<file path="config.mk">
export PLATFORM = sky130hd
export DESIGN_NAME = iob_add_seq_flat
export DESIGN_NICKNAME = d
export VERILOG_FILES = /design/src/rtl/iob_add_seq_if.sv /design/src/rtl/iob_add_seq.sv /design/src/flat_wrapper.sv
export SDC_FILE = /design/constraint.sdc
export NUM_CORES = 1
export LEC_CHECK = 0
export BUFFER_PORTS_ARGS = -buffer_cell sky130_fd_sc_hd__buf_4
export CAP_MARGIN = 20
export CORE_MARGIN = 3
export CORE_UTILIZATION = 50
export CTS_BUF_LIST = sky130_fd_sc_hd__clkbuf_2
export CTS_CLUSTER_SIZE = 14
export DETAILED_ROUTE_END_ITERATION = 10
export GPL_TIMING_DRIVEN = 0
export HOLD_SLACK_MARGIN = 0.06
export PLACE_DENSITY = 0.77
export SYNTH_ARGS = -nofsm -noshare
export SYNTH_HDL_FRONTEND = slang
export SYNTH_SLANG_ARGS = --single-unit
</file>
<file path="constraint.sdc">
create_clock -name clk_i -period 8 [get_ports clk_i]
set_input_delay 0.8 -clock clk_i [delete_from_list [all_inputs] [get_ports clk_i]]
set_output_delay 0.8 -clock clk_i [all_outputs]
set_load 0.03 [all_outputs]
</file>
<file path="src/rtl/iob_add_seq_if.sv">
// Operand/result handshake bundle for iob_add_seq: packed operand vector in, sum/carry out.
// Both directions use valid/ready; a beat transfers on a rising edge where valid and ready are both high.
interface iob_add_seq_if #(
  parameter int W = 8,
  parameter int N = 4
);
  logic           in_valid_i;
  logic           in_ready_o;
  logic [N*W-1:0] in_i;
  logic           out_valid_o;
  logic           out_ready_i;
  logic [W-1:0]   sum_o;
  logic           carry_o;

  modport slave (
    input  in_valid_i, in_i, out_ready_i,
    output in_ready_o, out_valid_o, sum_o, carry_o
  );

  modport master (
    output in_valid_i, in_i, out_ready_i,
    input  in_ready_o, out_valid_o, sum_o, carry_o
  );
endinterface

</file>
<file path="src/rtl/iob_add_seq.sv">
// Sequential multi-operand unsigned adder: sums N W-bit operands, P per clock, behind valid/ready.
// Optional macro IOB_ADD_SEQ_SAT_EN saturates sum_o to all-ones on overflow.
module iob_add_seq #(
  parameter int W = 8,
  parameter int N = 4,
  parameter int P = 1
) (
  input  logic        clk_i,
  input  logic        arst_n_i,
  input  logic        cke_i,
  iob_add_seq_if.slave bus,
  output logic [1:0]  state_o
);
  localparam int AW = W + $clog2(N);
  localparam int IW = $clog2(N + P) + 1;

  if (P < 1 || P > N || N < 2) begin : g_bad_param
    $error("iob_add_seq: illegal parameters (need N>=2 and 1<=P<=N)");
  end

  typedef enum logic [1:0] {
    IDLE = 2'd0,
    ACC  = 2'd1,
    DONE = 2'd2
  } state_e;

  state_e         state_q, state_d;
  logic [N*W-1:0] ops_q, ops_d;
  logic [AW-1:0]  acc_q, acc_d;
  logic [IW-1:0]  idx_q, idx_d;
  logic [W-1:0]   sum_q, sum_d;
  logic           carry_q, carry_d;
  logic [AW-1:0]  acc_sum;
  logic           acc_ovf;
  logic           last_chunk;

  always_comb begin
    // Operands past N are never selected, so a partial last chunk adds zero for them.
    acc_sum = acc_q;
    for (int k = 0; k < N; k++) begin
      if (k >= int'(idx_q) && k < int'(idx_q) + P) begin
        acc_sum = acc_sum + AW'(ops_q[k*W +: W]);
      end
    end
    acc_ovf    = |acc_sum[AW-1:W];
    last_chunk = (int'(idx_q) + P) >= N;

    state_d = state_q;
    ops_d   = ops_q;
    acc_d   = acc_q;
    idx_d   = idx_q;
    sum_d   = sum_q;
    carry_d = carry_q;

    if (cke_i) begin
      case (state_q)
        IDLE: begin
          if (bus.in_valid_i) begin
            ops_d   = bus.in_i;
            acc_d   = '0;
            idx_d   = '0;
            state_d = ACC;
          end
        end
        ACC: begin
          acc_d = acc_sum;
          idx_d = idx_q + IW'(P);
          if (last_chunk) begin
            carry_d = acc_ovf;
`ifdef IOB_ADD_SEQ_SAT_EN
            sum_d   = acc_ovf ? {W{1'b1}} : acc_sum[W-1:0];
`else
            sum_d   = acc_sum[W-1:0];
`endif
            state_d = DONE;
          end
        end
        DONE: begin
          // Returning through IDLE forces one bubble before the next accept.
          if (bus.out_ready_i) state_d = IDLE;
        end
        default: state_d = IDLE;
      endcase
    end
  end

  always_ff @(posedge clk_i or negedge arst_n_i) begin
    if (!arst_n_i) begin
      state_q <= IDLE;
      ops_q   <= '0;
      acc_q   <= '0;
      idx_q   <= '0;
      sum_q   <= '0;
      carry_q <= 1'b0;
    end else begin
      state_q <= state_d;
      ops_q   <= ops_d;
      acc_q   <= acc_d;
      idx_q   <= idx_d;
      sum_q   <= sum_d;
      carry_q <= carry_d;
    end
  end

  assign bus.in_ready_o  = (state_q == IDLE);
  assign bus.out_valid_o = (state_q == DONE);
  assign bus.sum_o       = sum_q;
  assign bus.carry_o     = carry_q;
  assign state_o         = state_q;
endmodule
</file>
<file path="src/flat_wrapper.sv">
// flat-port wrapper written by rule: the top's interface ports become plain ports
module iob_add_seq_flat 
#(
  parameter int W = 8,
  parameter int N = 4,
  parameter int P = 1
)
  (clk_i, arst_n_i, cke_i, state_o, bus_in_valid_i, bus_in_i, bus_out_ready_i, bus_in_ready_o, bus_out_valid_o, bus_sum_o, bus_carry_o);
  iob_add_seq_if #(.W(W), .N(N)) bus_i ();
  input  logic clk_i;
  input  logic arst_n_i;
  input  logic cke_i;
  output logic [1:0] state_o;
  input wire logic [$bits(bus_i.in_valid_i)-1:0] bus_in_valid_i;
  input wire logic [$bits(bus_i.in_i)-1:0] bus_in_i;
  input wire logic [$bits(bus_i.out_ready_i)-1:0] bus_out_ready_i;
  output wire logic [$bits(bus_i.in_ready_o)-1:0] bus_in_ready_o;
  output wire logic [$bits(bus_i.out_valid_o)-1:0] bus_out_valid_o;
  output wire logic [$bits(bus_i.sum_o)-1:0] bus_sum_o;
  output wire logic [$bits(bus_i.carry_o)-1:0] bus_carry_o;
  assign bus_i.in_valid_i = bus_in_valid_i;
  assign bus_i.in_i = bus_in_i;
  assign bus_i.out_ready_i = bus_out_ready_i;
  assign bus_in_ready_o = bus_i.in_ready_o;
  assign bus_out_valid_o = bus_i.out_valid_o;
  assign bus_sum_o = bus_i.sum_o;
  assign bus_carry_o = bus_i.carry_o;
  iob_add_seq #(.W(W), .N(N), .P(P)) u_core (.clk_i(clk_i), .arst_n_i(arst_n_i), .cke_i(cke_i), .bus(bus_i), .state_o(state_o));
endmodule
</file>
=== Yosys cells after proc, flatten, opt, wreduce, memory -nomap -nowiden ===
Index checks and enable logic that the tools add are counted.

* Register bits after elaboration: 57
* Bits in read-only memories: 0
* Output and inout bits: 13
* Latch bits: 0
* Memories kept: 0
* Bits of input ports: 37
* RAM bits: 0

* Bitwise gates (word level): 0
* Reductions and logical operators: 11
* Order comparisons: 9
* Shift-type cells: 0
* Multiply operators: 0
* Muxes and demuxes: 12
* $add $sub $neg: 6
* Equality and inequality tests: 5
* Div/mod/pow operators: 0

{| class="wikitable"
|+ Operator list
! operator !! count
|-
| $lt A3 B32 Y1 const A || 2
|-
| $mux W10 || 5
|-
| $add A10 B8 Y10 || 4
|-
| $ge A32 B4 Y1 const B || 1
|-
| $lt A1 B32 Y1 const A || 1
|-
| $lt A2 B32 Y1 const A || 1
|-
| $pmux W10 S2 || 1
|-
| $reduce_and A3 Y1 || 3
|-
| $ge A1 B4 Y1 const A || 2
|-
| $ge A2 B4 Y1 const A || 2
|-
| $pmux W4 S2 || 1
|-
| $mux W2 || 3
|-
| $pmux W2 S3 || 1
|-
| $add A4 B1 Y5 const B || 1
|-
| $add A4 B1 Y4 const B || 1
|-
| $logic_and A1 B1 Y1 || 4
|-
| $mux W4 || 1
|-
| $ne A2 B2 Y1 const B || 2
|-
| $reduce_and A4 Y1 || 1
|-
| $eq A2 B1 Y1 const B || 1
|-
| $eq A2 B2 Y1 const B || 1
|-
| $logic_not A2 Y1 || 1
|-
| $ne A2 B1 Y1 const B || 1
|-
| $reduce_bool A2 Y1 || 1
|-
| $reduce_or A2 Y1 || 1
|}

=== Logic depth before layout (Yosys ltp) ===
Gate-level depths: netlist of the first run.

* Depth in word-level cells: 11
* Depth in mapped cells: 29

=== Worst setup path after synthesis of the first run ===
Ideal clock, no wire load.

* Path type: reg-to-reg
* Start point: reg u_core.idx_q[0]
* End point: reg u_core.acc_q[9]
* Cell stages (with the launch flop): 27
* Arrival: 5.173 ns
* Slack: 2.758 ns
* Cell sequence: dfrtp_1 -> ha_1 -> nand2b_4 -> nand3_1 -> clkbuf_1 -> nand2_1 -> o21ai_0 -> ha_1 -> a21o_1 -> a21oi_1 -> xnor2_1 -> mux2_2 -> ha_1 -> nand2_1 -> o21ai_0 -> o21a_1 -> nor2_1 -> xnor2_1 -> mux2_2 -> ha_1 -> o21a_1 -> a21o_1 -> a31oi_1 -> or2_2 -> o211a_1 -> or4_1 -> nand3_1

* Word-level cells in the longest chain between the ends: 11
* Elaborated cells between the ends (all ways): 21

{| class="wikitable"
|+ Ends and longest elaborated chain
! what !! line !! text
|-
| from (decl) || iob_add_seq.sv:30 || <nowiki>logic [IW-1:0] idx_q, idx_d;</nowiki>
|-
| from (signal assigned) || iob_add_seq.sv:99 || <nowiki>idx_q <= idx_d;</nowiki>
|-
| $add A4 B1 Y5 || iob_add_seq.sv:41 || <nowiki>if (k >= int'(idx_q) && k < int'(idx_q) + P) begin</nowiki>
|-
| $lt A1 B32 Y1 || iob_add_seq.sv:41 ||
|-
| $logic_and A1 B1 Y1 || iob_add_seq.sv:41 ||
|-
| $mux W10 || iob_add_seq.sv:41 ||
|-
| $add A10 B8 Y10 || iob_add_seq.sv:42 || <nowiki>acc_sum = acc_sum + AW'(ops_q[k*W +: W]);</nowiki>
|-
| $mux W10 || iob_add_seq.sv:41 ||
|-
| $add A10 B8 Y10 || iob_add_seq.sv:42 ||
|-
| $mux W10 || iob_add_seq.sv:41 ||
|-
| $add A10 B8 Y10 || iob_add_seq.sv:42 ||
|-
| $mux W10 * || iob_add_seq.sv:41 ||
|-
| $pmux W10 S2 * || iob_add_seq.sv:56 || <nowiki>case (state_q)</nowiki>
|-
| to (signal assigned) || iob_add_seq.sv:91 || <nowiki>acc_q <= '0;</nowiki>
|-
| to (signal assigned) || iob_add_seq.sv:98 || <nowiki>acc_q <= acc_d;</nowiki>
|-
| to (decl) || iob_add_seq.sv:29 || <nowiki>logic [AW-1:0] acc_q, acc_d;</nowiki>
|}

Mark *: on every way between the ends. The rest lies on a longest branch, timed or not.
A chain may end at the register's enable or synchronous reset.

=== Worst setup path in the final report of the first run ===
* Start point: reg u_core.idx_q[1]
* End point: reg u_core.acc_q[9]

The elaborated chain is that of the path after synthesis.

==> results of run 1 <==
[cells by family (layout without fill, tap and decap cells)]
group,count (synthesis),count (layout)
XOR/XNOR,17,17
AO/OA/AOI/OAI,124,124
flip-flops,57,57
multiplexers,40,40
adder cells (fa/ha/maj),41,41
buffers and inverters,36,101
AND/OR/NAND/NOR,117,117
[cell usage after synthesis (2+ instances only)]
cell      count
fa_1          4
and2_1        4
mux2i_1       4
nor4_1        3
o21ai_0      46
xor2_1        7
o211ai_1      7
inv_1        24
o21bai_1      2
nor3_1        9
o21a_1        5
mux2_2       36
nand2b_1      3
clkbuf_1     10
a21boi_0      2
nand3_1       9
xnor2_1       8
nor2b_1       6
ha_1         37
nand2_1      50
a211oi_1      6
o21ai_2       2
dfrtp_1      57
a22o_1        3
a21oi_1      27
a21o_1       13
nor2_1       21
or3_1         2
[stage by stage]
step	area, um^2	worst slack (ns)	instances
after CTS	4740	2.02	599
after detailed placement	4560	2.08	583
final	4740	2.02	599
after floorplan	4070	2.76	432
after global placement	4560	2.18	583
after global routing	4740	1.48	599
[sequential cells by signal, indices dropped and copies added, names as in the netlist]
signal / flops
u_core.ops_q: 32
u_core.acc_q: 10
u_core.bus.sum_o: 8
u_core.idx_q: 4
u_core.state_o: 2
u_core.bus.carry_o: 1
[final timing paths]
| check | from | endpoint | depth (start not counted) |
|---|---|---|---|
| setup / recovery | u_core.idx_q[1]$_DFFE_PN0P_ | u_core.acc_q[9]$_DFFE_PN0P_ | 25 |
| hold / removal | arst_n_i | u_core.state_o[0]$_DFFE_PN0P_ | 1 |
| setup reg to reg | u_core.idx_q[1]$_DFFE_PN0P_ | u_core.acc_q[9]$_DFFE_PN0P_ | 25 |
| hold reg to reg | u_core.bus.sum_o[4]$_DFFE_PN0P_ | u_core.bus.sum_o[4]$_DFFE_PN0P_ | 2 |
| max in group asynchronous | arst_n_i | u_core.ops_q[9]$_DFFE_PN0P_ | 1 |
| min in group clk_i | bus_in_i[17] | u_core.ops_q[17]$_DFFE_PN0P_ | 3 |
[final cells by class]
type                    count  area, um^2
plain buffers              12        56.3
clock buffers               9        45.0
clock inverters             7         133
fillers                   683        3070
inverters                  24        90.1
multi-input cells         339        2490
flip-flops and latches     57        1430
well taps                 102         128
repair buffers             49         368
[routing by layer]
layer | up-vias | wire (um) | track usage
met5 | - | 0 | 0
met4 | 0 | 206 | 0.0829
met3 | 14 | 555 | 0.0493
met2 | 105 | 4400 | 0.355
met1 | 1607 | 4230 | 0.288
li1 | 1665 | - | -
==> impl_metrics.env, run 1 <==
export IMPL_io_pins=50
export IMPL_dp_hpwl_um=7170
export IMPL_cp_slowest_cell="or4_1"
export IMPL_final_util=0.607
export IMPL_ys_types=53
export IMPL_synth_top_family_by_area="compound AO/OA/AOI/OAI gates"
export IMPL_ys_seq_elements=57
export IMPL_cts_tree="built"
export IMPL_yosysTopAreaCellShare=0.351
export IMPL_fp_dieH_um=96.2
export IMPL_status="finished, final reports clean"
export IMPL_max_freq_mhz=167
export IMPL_viasPerCell=5.66
export IMPL_clkTransAtPathRegs_ns=0.18
export IMPL_overflow=0
export IMPL_grt_total_usage=0.220
export IMPL_grt_max_degree=58
export IMPL_synth_xor_area_frac=0.0425
export IMPL_holdWs_ns=0.328
export IMPL_critical_path_class="reg -> reg"
export IMPL_crit_path_max_incr_delay_ns=0.50
export IMPL_synthSimpleGateAreaFrac=0.136
export IMPL_arrival_ns=6.44
export IMPL_vias=3391
export IMPL_clk_path_buf_depth=2
export IMPL_ctsResizeCount=0
export IMPL_nets=570
export IMPL_hp_class="in -> async"
export IMPL_synthAdderAreaFrac=0.134
export IMPL_synth_edff_count=0
export IMPL_root_buffer="clkbuf_2"
export IMPL_yosys_warnings=0
export IMPL_area_delta_synth_final_pct=16.6
export IMPL_cts_buffers=9
export IMPL_path_delay_family="compound AO/OA/AOI/OAI gates"
export IMPL_relSlewSlack=0.522
export IMPL_ys_seq_area_frac=0.351
export IMPL_coreArea_mm2=0.00781
export IMPL_synth_compound_area_frac=0.191
export IMPL_syn_nets=510
export IMPL_synth_area_leaders="dfrtp_1 (35%), ha_1 (11%), mux2_2 (10%)"
export IMPL_grt_pass1_vias=3283
export IMPL_detail_route_wl_per_cell_um=15.7
export IMPL_fin_crit_ns=5.98
export IMPL_syn_area_mm2=0.00407
export IMPL_antenna_left=0
export IMPL_die_area_mm2=0.00925
export IMPL_finalWirelength_um=9400
export IMPL_syn_inst=432
export IMPL_rsz0062_at_grt="no"
export IMPL_cap_violations=0
export IMPL_finalSetupTns_ns=0
export IMPL_final_cell_mix="dfrtp_1 (57), nand2_1 (50), buf_4 (50)"
export IMPL_drv_slew=0
export IMPL_antenna_cells=0
export IMPL_gp_congestion=0.878
export IMPL_post_synth_cell_area_avg_um2=9.41
export IMPL_antenna_found_initial=0
export IMPL_hold_buffers=0
export IMPL_drtPass1Iterations=5
export IMPL_async_flop_share=1.00
export IMPL_rows=32
export IMPL_port_buffer_count=49
export IMPL_cp_max_fo=10
export IMPL_drive_gt1_frac=0.225
export IMPL_grt_pass1_wl_um=15500
export IMPL_finalSetupViolations=0
export IMPL_tightest_slew_ns=0.717
export IMPL_cts_setup_buffers=0
export IMPL_ys_flop_type="dfrtp_1"
export IMPL_muxShareOfSynthArea=0.110
export IMPL_die_x_um=96.2
export IMPL_cts_sinks=57
export IMPL_required_ns=8.45
export IMPL_fin_crit_sh=0.748
export IMPL_clock_skew_ns=0.0283
export IMPL_startpoint_type="flop"
export IMPL_final_common_cell="dfrtp_1"
export IMPL_rrSetupSlack_ns=2.02
export IMPL_h_tree_depth=3
export IMPL_yosysTopAreaCell="dfrtp_1"
export IMPL_initial_core_util=0.521
export IMPL_first_iter_violations=179
export IMPL_cp_num_buf_inv=2
export IMPL_insertion_delay_ns=0.51
export IMPL_hold_viol=0
export IMPL_drc_errors=0
export IMPL_cp_end_kind="flop"
Power of run 1 is not shown: default switching activity piles up to over one toggle a cycle in this logic, so the estimate is an artifact.
==> run 2: changes to the inputs <==
==> constraint.sdc (replaced) <==
create_clock -name clk_i -period 6.1 [get_ports clk_i]
set_input_delay 0.61 -clock clk_i [delete_from_list [all_inputs] [get_ports clk_i]]
set_output_delay 0.61 -clock clk_i [all_outputs]
set_load 0.03 [all_outputs]
==> impl_metrics.env, run 2 (synthesis results as in run 1) <==
export IMPL_vias=3396
export IMPL_finalSetupViolations=0
export IMPL_die_x_um=96.2
export IMPL_finalSetupTns_ns=0
export IMPL_dp_hpwl_um=7170
export IMPL_hold_viol=0
export IMPL_drtPass1Iterations=4
export IMPL_antenna_left=0
export IMPL_cap_violations=0
export IMPL_cp_common_cell="nand2_1"
export IMPL_overflow=0
export IMPL_nets=570
export IMPL_multi_input_area_mm2=0.00250
export IMPL_die_area_mm2=0.00925
export IMPL_fin_ws_ns=0.430
export IMPL_drc_errors=0
export IMPL_cp_max_fo=8
export IMPL_clkTransAtPathRegs_ns=0.18
export IMPL_largest_register_ffs=32
export IMPL_cp_slowest_cell="or4_1"
export IMPL_cp_end_kind="flop"
export IMPL_grt_pass1_vias=3283
export IMPL_port_buffer_count=49
export IMPL_fin_crit_ns=5.67
export IMPL_crit_path_max_incr_delay_ns=0.51
export IMPL_cts_tree="built"
export IMPL_area_delta_synth_final_pct=16.7
export IMPL_antenna_found_initial=0
export IMPL_drive_gt1_frac=0.231
export IMPL_first_iter_violations=152
export IMPL_fp_dieH_um=96.2
export IMPL_relSlewSlack=0.524
export IMPL_gp_congestion=0.878
export IMPL_antenna_cells=0
export IMPL_final_common_cell="dfrtp_1"
export IMPL_status="finished, final reports clean"
export IMPL_finalWirelength_um=9440
export IMPL_grt_pass1_wl_um=15500
export IMPL_critical_path_class="reg -> reg"
export IMPL_cts_sinks=57
export IMPL_hold_buffers=0
export IMPL_detail_route_wl_per_cell_um=15.8
export IMPL_grt_max_degree=58
export IMPL_viasPerCell=5.67
export IMPL_ctsResizeCount=0
export IMPL_initial_core_util=0.521
export IMPL_clock_skew_ns=0.0269
export IMPL_fin_area_mm2=0.00475
export IMPL_coreArea_mm2=0.00781
export IMPL_hp_class="in -> async"
export IMPL_regArea_mm2=0.00143
export IMPL_required_ns=6.55
export IMPL_insertion_delay_ns=0.50
export IMPL_top_register="u_core.ops_q"
export IMPL_cts_buffers=9
export IMPL_place_ws_ns=0.178
export IMPL_max_freq_mhz=176
export IMPL_fin_crit_sh=0.930
export IMPL_arrival_ns=6.12
export IMPL_drv_slew=0
export IMPL_io_pins=50
export IMPL_rows=32
export IMPL_grt_total_usage=0.220
export IMPL_placement_cell_area_mm2=0.00456
export IMPL_clk_path_buf_depth=2
export IMPL_fill_cells=684
export IMPL_root_buffer="clkbuf_2"
export IMPL_final_cell_mix="dfrtp_1 (57), nand2_1 (50), buf_4 (50)"
export IMPL_holdWs_ns=0.138
export IMPL_cts_setup_buffers=0
export IMPL_h_tree_depth=3
export IMPL_tightest_slew_ns=0.713
export IMPL_startpoint_type="flop"
## run 2: critical path: cells and delay by family (launching register included)
family / cells / cell delay, ns
buffers and inverters: 1 / 0.12
adders and majority gates: 4 / 1.22
xor gates and xnor gates: 2 / 0.21
and+or+nand+nor: 11 / 1.85
muxes: 2 / 0.66
AOI/OAI and AO/OA: 6 / 1.09
DFF: 1 / 0.48
## run 2: through the flow
| step | instances | util |
|---|---|---|
| finish | 599 | 0.608 |
| global route | 599 | 0.608 |
| CTS | 599 | 0.607 |
| detailed placement | 583 | 0.584 |
| global placement | 583 | 0.584 |
| floorplan | 432 | - |
## run 2: layout make-up
| cell class | count | share of cell area |
|---|---|---|
| inverters | 24 | 0.0190 |
| repair buffers | 49 | 0.0775 |
| plain buffers | 12 | 0.0121 |
| clock inverters | 7 | 0.0279 |
| clock buffers | 9 | 0.00949 |
| multi-input cells | 339 | 0.526 |
| flip-flops and latches | 57 | 0.301 |
| well taps | 102 | 0.0269 |
## run 2: routing by layer
layer	global-route usage	wire, um	up-vias	share of wire
met1	0.288	4250	1627	0.45
met5	0	0	-	0
met2	0.355	4470	87	0.47
met3	0.0493	506	16	0.054
met4	0.0829	206	0	0.022
li1	-	-	1666	-
## run 2: path summary, 6_finish.rpt
path	slack, ns	cells past startpoint	from	endpoint
worst max register to register	0.43	26	u_core.idx_q[1]$_DFFE_PN0P_	u_core.acc_q[9]$_DFFE_PN0P_
worst min register to register	0.52	2	u_core.bus.sum_o[4]$_DFFE_PN0P_	u_core.bus.sum_o[4]$_DFFE_PN0P_
worst max-delay path	0.43	26	u_core.idx_q[1]$_DFFE_PN0P_	u_core.acc_q[9]$_DFFE_PN0P_
max in group asynchronous	5.48	1	arst_n_i	u_core.ops_q[9]$_DFFE_PN0P_
min in group clk_i	0.29	3	bus_in_i[17]	u_core.ops_q[17]$_DFFE_PN0P_
worst min-delay path	0.14	1	arst_n_i	u_core.state_o[0]$_DFFE_PN0P_
Power of run 2 is left out for the same reason.
==> run 3: changes to the inputs <==
--- a/config.mk
+++ b/config.mk
@@ -5,6 +5,7 @@
 export SDC_FILE = /design/constraint.sdc
 export NUM_CORES = 1
 export LEC_CHECK = 0
+export ABC_AREA = 1
 export BUFFER_PORTS_ARGS = -buffer_cell sky130_fd_sc_hd__buf_4
 export CAP_MARGIN = 20
 export CORE_MARGIN = 3
==> impl_metrics.env, run 3 <==
export IMPL_final_util=0.605
export IMPL_finalSetupTns_ns=0
export IMPL_coreArea_mm2=0.00846
export IMPL_ys_seq_elements=57
export IMPL_arrival_ns=6.05
export IMPL_io_pins=50
export IMPL_antenna_cells=0
export IMPL_grt_max_degree=58
export IMPL_overflow=0
export IMPL_area_delta_synth_final_pct=14.2
export IMPL_rsz0062_at_grt="no"
export IMPL_syn_nets=637
export IMPL_drv_slew=0
export IMPL_grt_pass1_vias=3687
export IMPL_clk_path_buf_depth=2
export IMPL_hold_buffers=0
export IMPL_fill_cells=772
export IMPL_detail_route_wl_per_cell_um=14.2
export IMPL_top_register="u_core.ops_q"
export IMPL_grt_total_usage=0.215
export IMPL_h_tree_depth=3
export IMPL_critical_path_class="reg -> reg"
export IMPL_grt_pass1_wl_um=17300
export IMPL_busiest_layer="met2"
export IMPL_finalSetupViolations=0
export IMPL_drtPass1Iterations=5
export IMPL_rows=33
export IMPL_grt_util_met1=0.291
export IMPL_viasPerCell=5.28
export IMPL_max_freq_mhz=179
export IMPL_async_flop_share=1.00
export IMPL_clock_skew_ns=0.0363
export IMPL_port_buffer_count=49
export IMPL_clkTransAtPathRegs_ns=0.19
export IMPL_final_common_cell="nand2_1"
export IMPL_initial_core_util=0.529
export IMPL_required_ns=6.55
export IMPL_gp_congestion=0.916
export IMPL_cp_common_cell="nand2_1"
export IMPL_hold_viol=0
export IMPL_vias=3852
export IMPL_synth_area_leaders="dfrtp_1 (32%), nand2_1 (14%), ha_1 (10%)"
export IMPL_startpoint_type="flop"
export IMPL_cp_max_fo=10
export IMPL_antenna_found_initial=0
export IMPL_reg2regPathDepth=34
export IMPL_syn_inst=559
export IMPL_die_area_mm2=0.0101
export IMPL_tightest_slew_ns=0.731
export IMPL_relSlewSlack=0.513
export IMPL_final_cell_mix="nand2_1 (164), inv_1 (68), dfrtp_1 (57)"
export IMPL_cp_startpoint="u_core.idx_q[1]$_DFFE_PN0P_"
export IMPL_fin_crit_ns=5.60
export IMPL_reg2reg_from="u_core.idx_q[1]$_DFFE_PN0P_"
export IMPL_fin_crit_sh=0.918
export IMPL_drc_errors=0
export IMPL_cp_end_kind="flop"
export IMPL_synth_edff_count=0
export IMPL_ys_flop_type="dfrtp_1"
export IMPL_yosys_warnings=0
export IMPL_met3_usage=0.0360
export IMPL_die_x_um=101
export IMPL_cp_slowest_cell="dfrtp_1"
export IMPL_drive_gt1_frac=0.224
export IMPL_syn_area_mm2=0.00448
export IMPL_ys_types=42
export IMPL_fp_dieH_um=101
export IMPL_hp_class="in -> async"
export IMPL_insertion_delay_ns=0.52
export IMPL_post_synth_cell_area_avg_um2=8.02
export IMPL_ys_top_cells_by_count="nand2_1 (164), inv_1 (68), dfrtp_1 (57), ha_1 (37), a21oi_1 (35)"
export IMPL_ys_seq_area_frac=0.318
export IMPL_cts_sinks=57
export IMPL_largest_register_ffs=32
export IMPL_dp_hpwl_um=8020
export IMPL_status="finished, final reports clean"
export IMPL_grt_use_met2=0.345
export IMPL_finalWirelength_um=10300
export IMPL_nets=697
export IMPL_yosysTopAreaCellShare=0.318
export IMPL_antenna_left=0
export IMPL_yosysTopAreaCell="dfrtp_1"
export IMPL_yosysMostFrequentCell="nand2_1"
export IMPL_cts_buffers=9
export IMPL_cts_tree="built"
export IMPL_root_buffer="clkbuf_2"
export IMPL_crit_path_max_incr_delay_ns=0.53
export IMPL_first_iter_violations=159
export IMPL_cap_violations=0
[run 3: cell count changes in the layout (fill, tap and decap cells not counted), sizes merged, moves of 7 or more]
cell	before	now
o21ai	48	31
a21o	13	0
a21oi	27	38
inv	24	72
clkbuf	19	12
nand2	50	170
nor2	22	30
mux2	36	28
nand3	10	30
[run 3: final timing paths]
kind                       slack (ns)                         endpoint
hold / removal                   0.12      u_core.ops_q[1]$_DFFE_PN0P_
hold reg to reg                  0.51  u_core.bus.sum_o[5]$_DFFE_PN0P_
setup / recovery                 0.50   u_core.bus.carry_o$_DFFE_PN0P_
setup reg to reg                 0.50   u_core.bus.carry_o$_DFFE_PN0P_
max in group asynchronous        5.46     u_core.ops_q[28]$_DFFE_PN0P_
min in group clk_i               0.30      u_core.ops_q[3]$_DFFE_PN0P_
[run 3: final cells by class]
| class | count | area, um^2 | area share |
|---|---|---|---|
| inverters | 74 | 297 | 0.0579 |
| flip-flops and latches | 57 | 1430 | 0.279 |
| clock buffers | 11 | 55.1 | 0.0108 |
| plain buffers | 7 | 58.8 | 0.0115 |
| clock inverters | 5 | 80.1 | 0.0156 |
| repair buffers | 49 | 368 | 0.0719 |
| well taps | 105 | 131 | 0.0257 |
| multi-input cells | 421 | 2700 | 0.528 |
[run 3: cells by family after synthesis]
family,after synthesis,synth area share
simple gates,250,0.237
compound gates,84,0.121
buf+inv,81,0.0793
flops,57,0.318
fa+ha+maj,41,0.121
mux,28,0.0880
xor+xnor,18,0.0352
[run 3: through the flow]
step | instance area (um^2) | setup WS (ns) | hold slack [ns] | std cells
2_1_floorplan | 4480 | 1.31 | 0.314 | 559
3_3_place_gp | 4980 | 0.679 | 0.468 | 713
3_5_place_dp | 4980 | 0.546 | 0.467 | 713
4_1_cts | 5110 | 0.480 | 0.143 | 729
5_1_grt | 5120 | 0.00422 | 0.143 | 729
6_report | 5120 | 0.500 | 0.116 | 729
[run 3: routing by layer]
layer	up-vias	part of all wire
met5	-	0
met4	0	0.022
met3	17	0.044
met2	91	0.45
met1	1780	0.48
li1	1964	-
[run 3: worst max-delay path, delay by kind of cell (launching register included)]
kind            cells  cell delay, ns
flops               1            0.53
xor+xnor            1            0.16
compound gates      6            1.06
simple gates       16            1.49
fa+ha+maj           5            1.72
buf+inv             6            0.55
[run 3: repair_timing]
| action | CTS | global route |
|---|---|---|
| endpoints found under the setup margin | 0 | 2 |
| resized for setup | 0 | 1 |
| buffers inserted | 0 | 0 |
Power of run 3 is left out for the same reason.
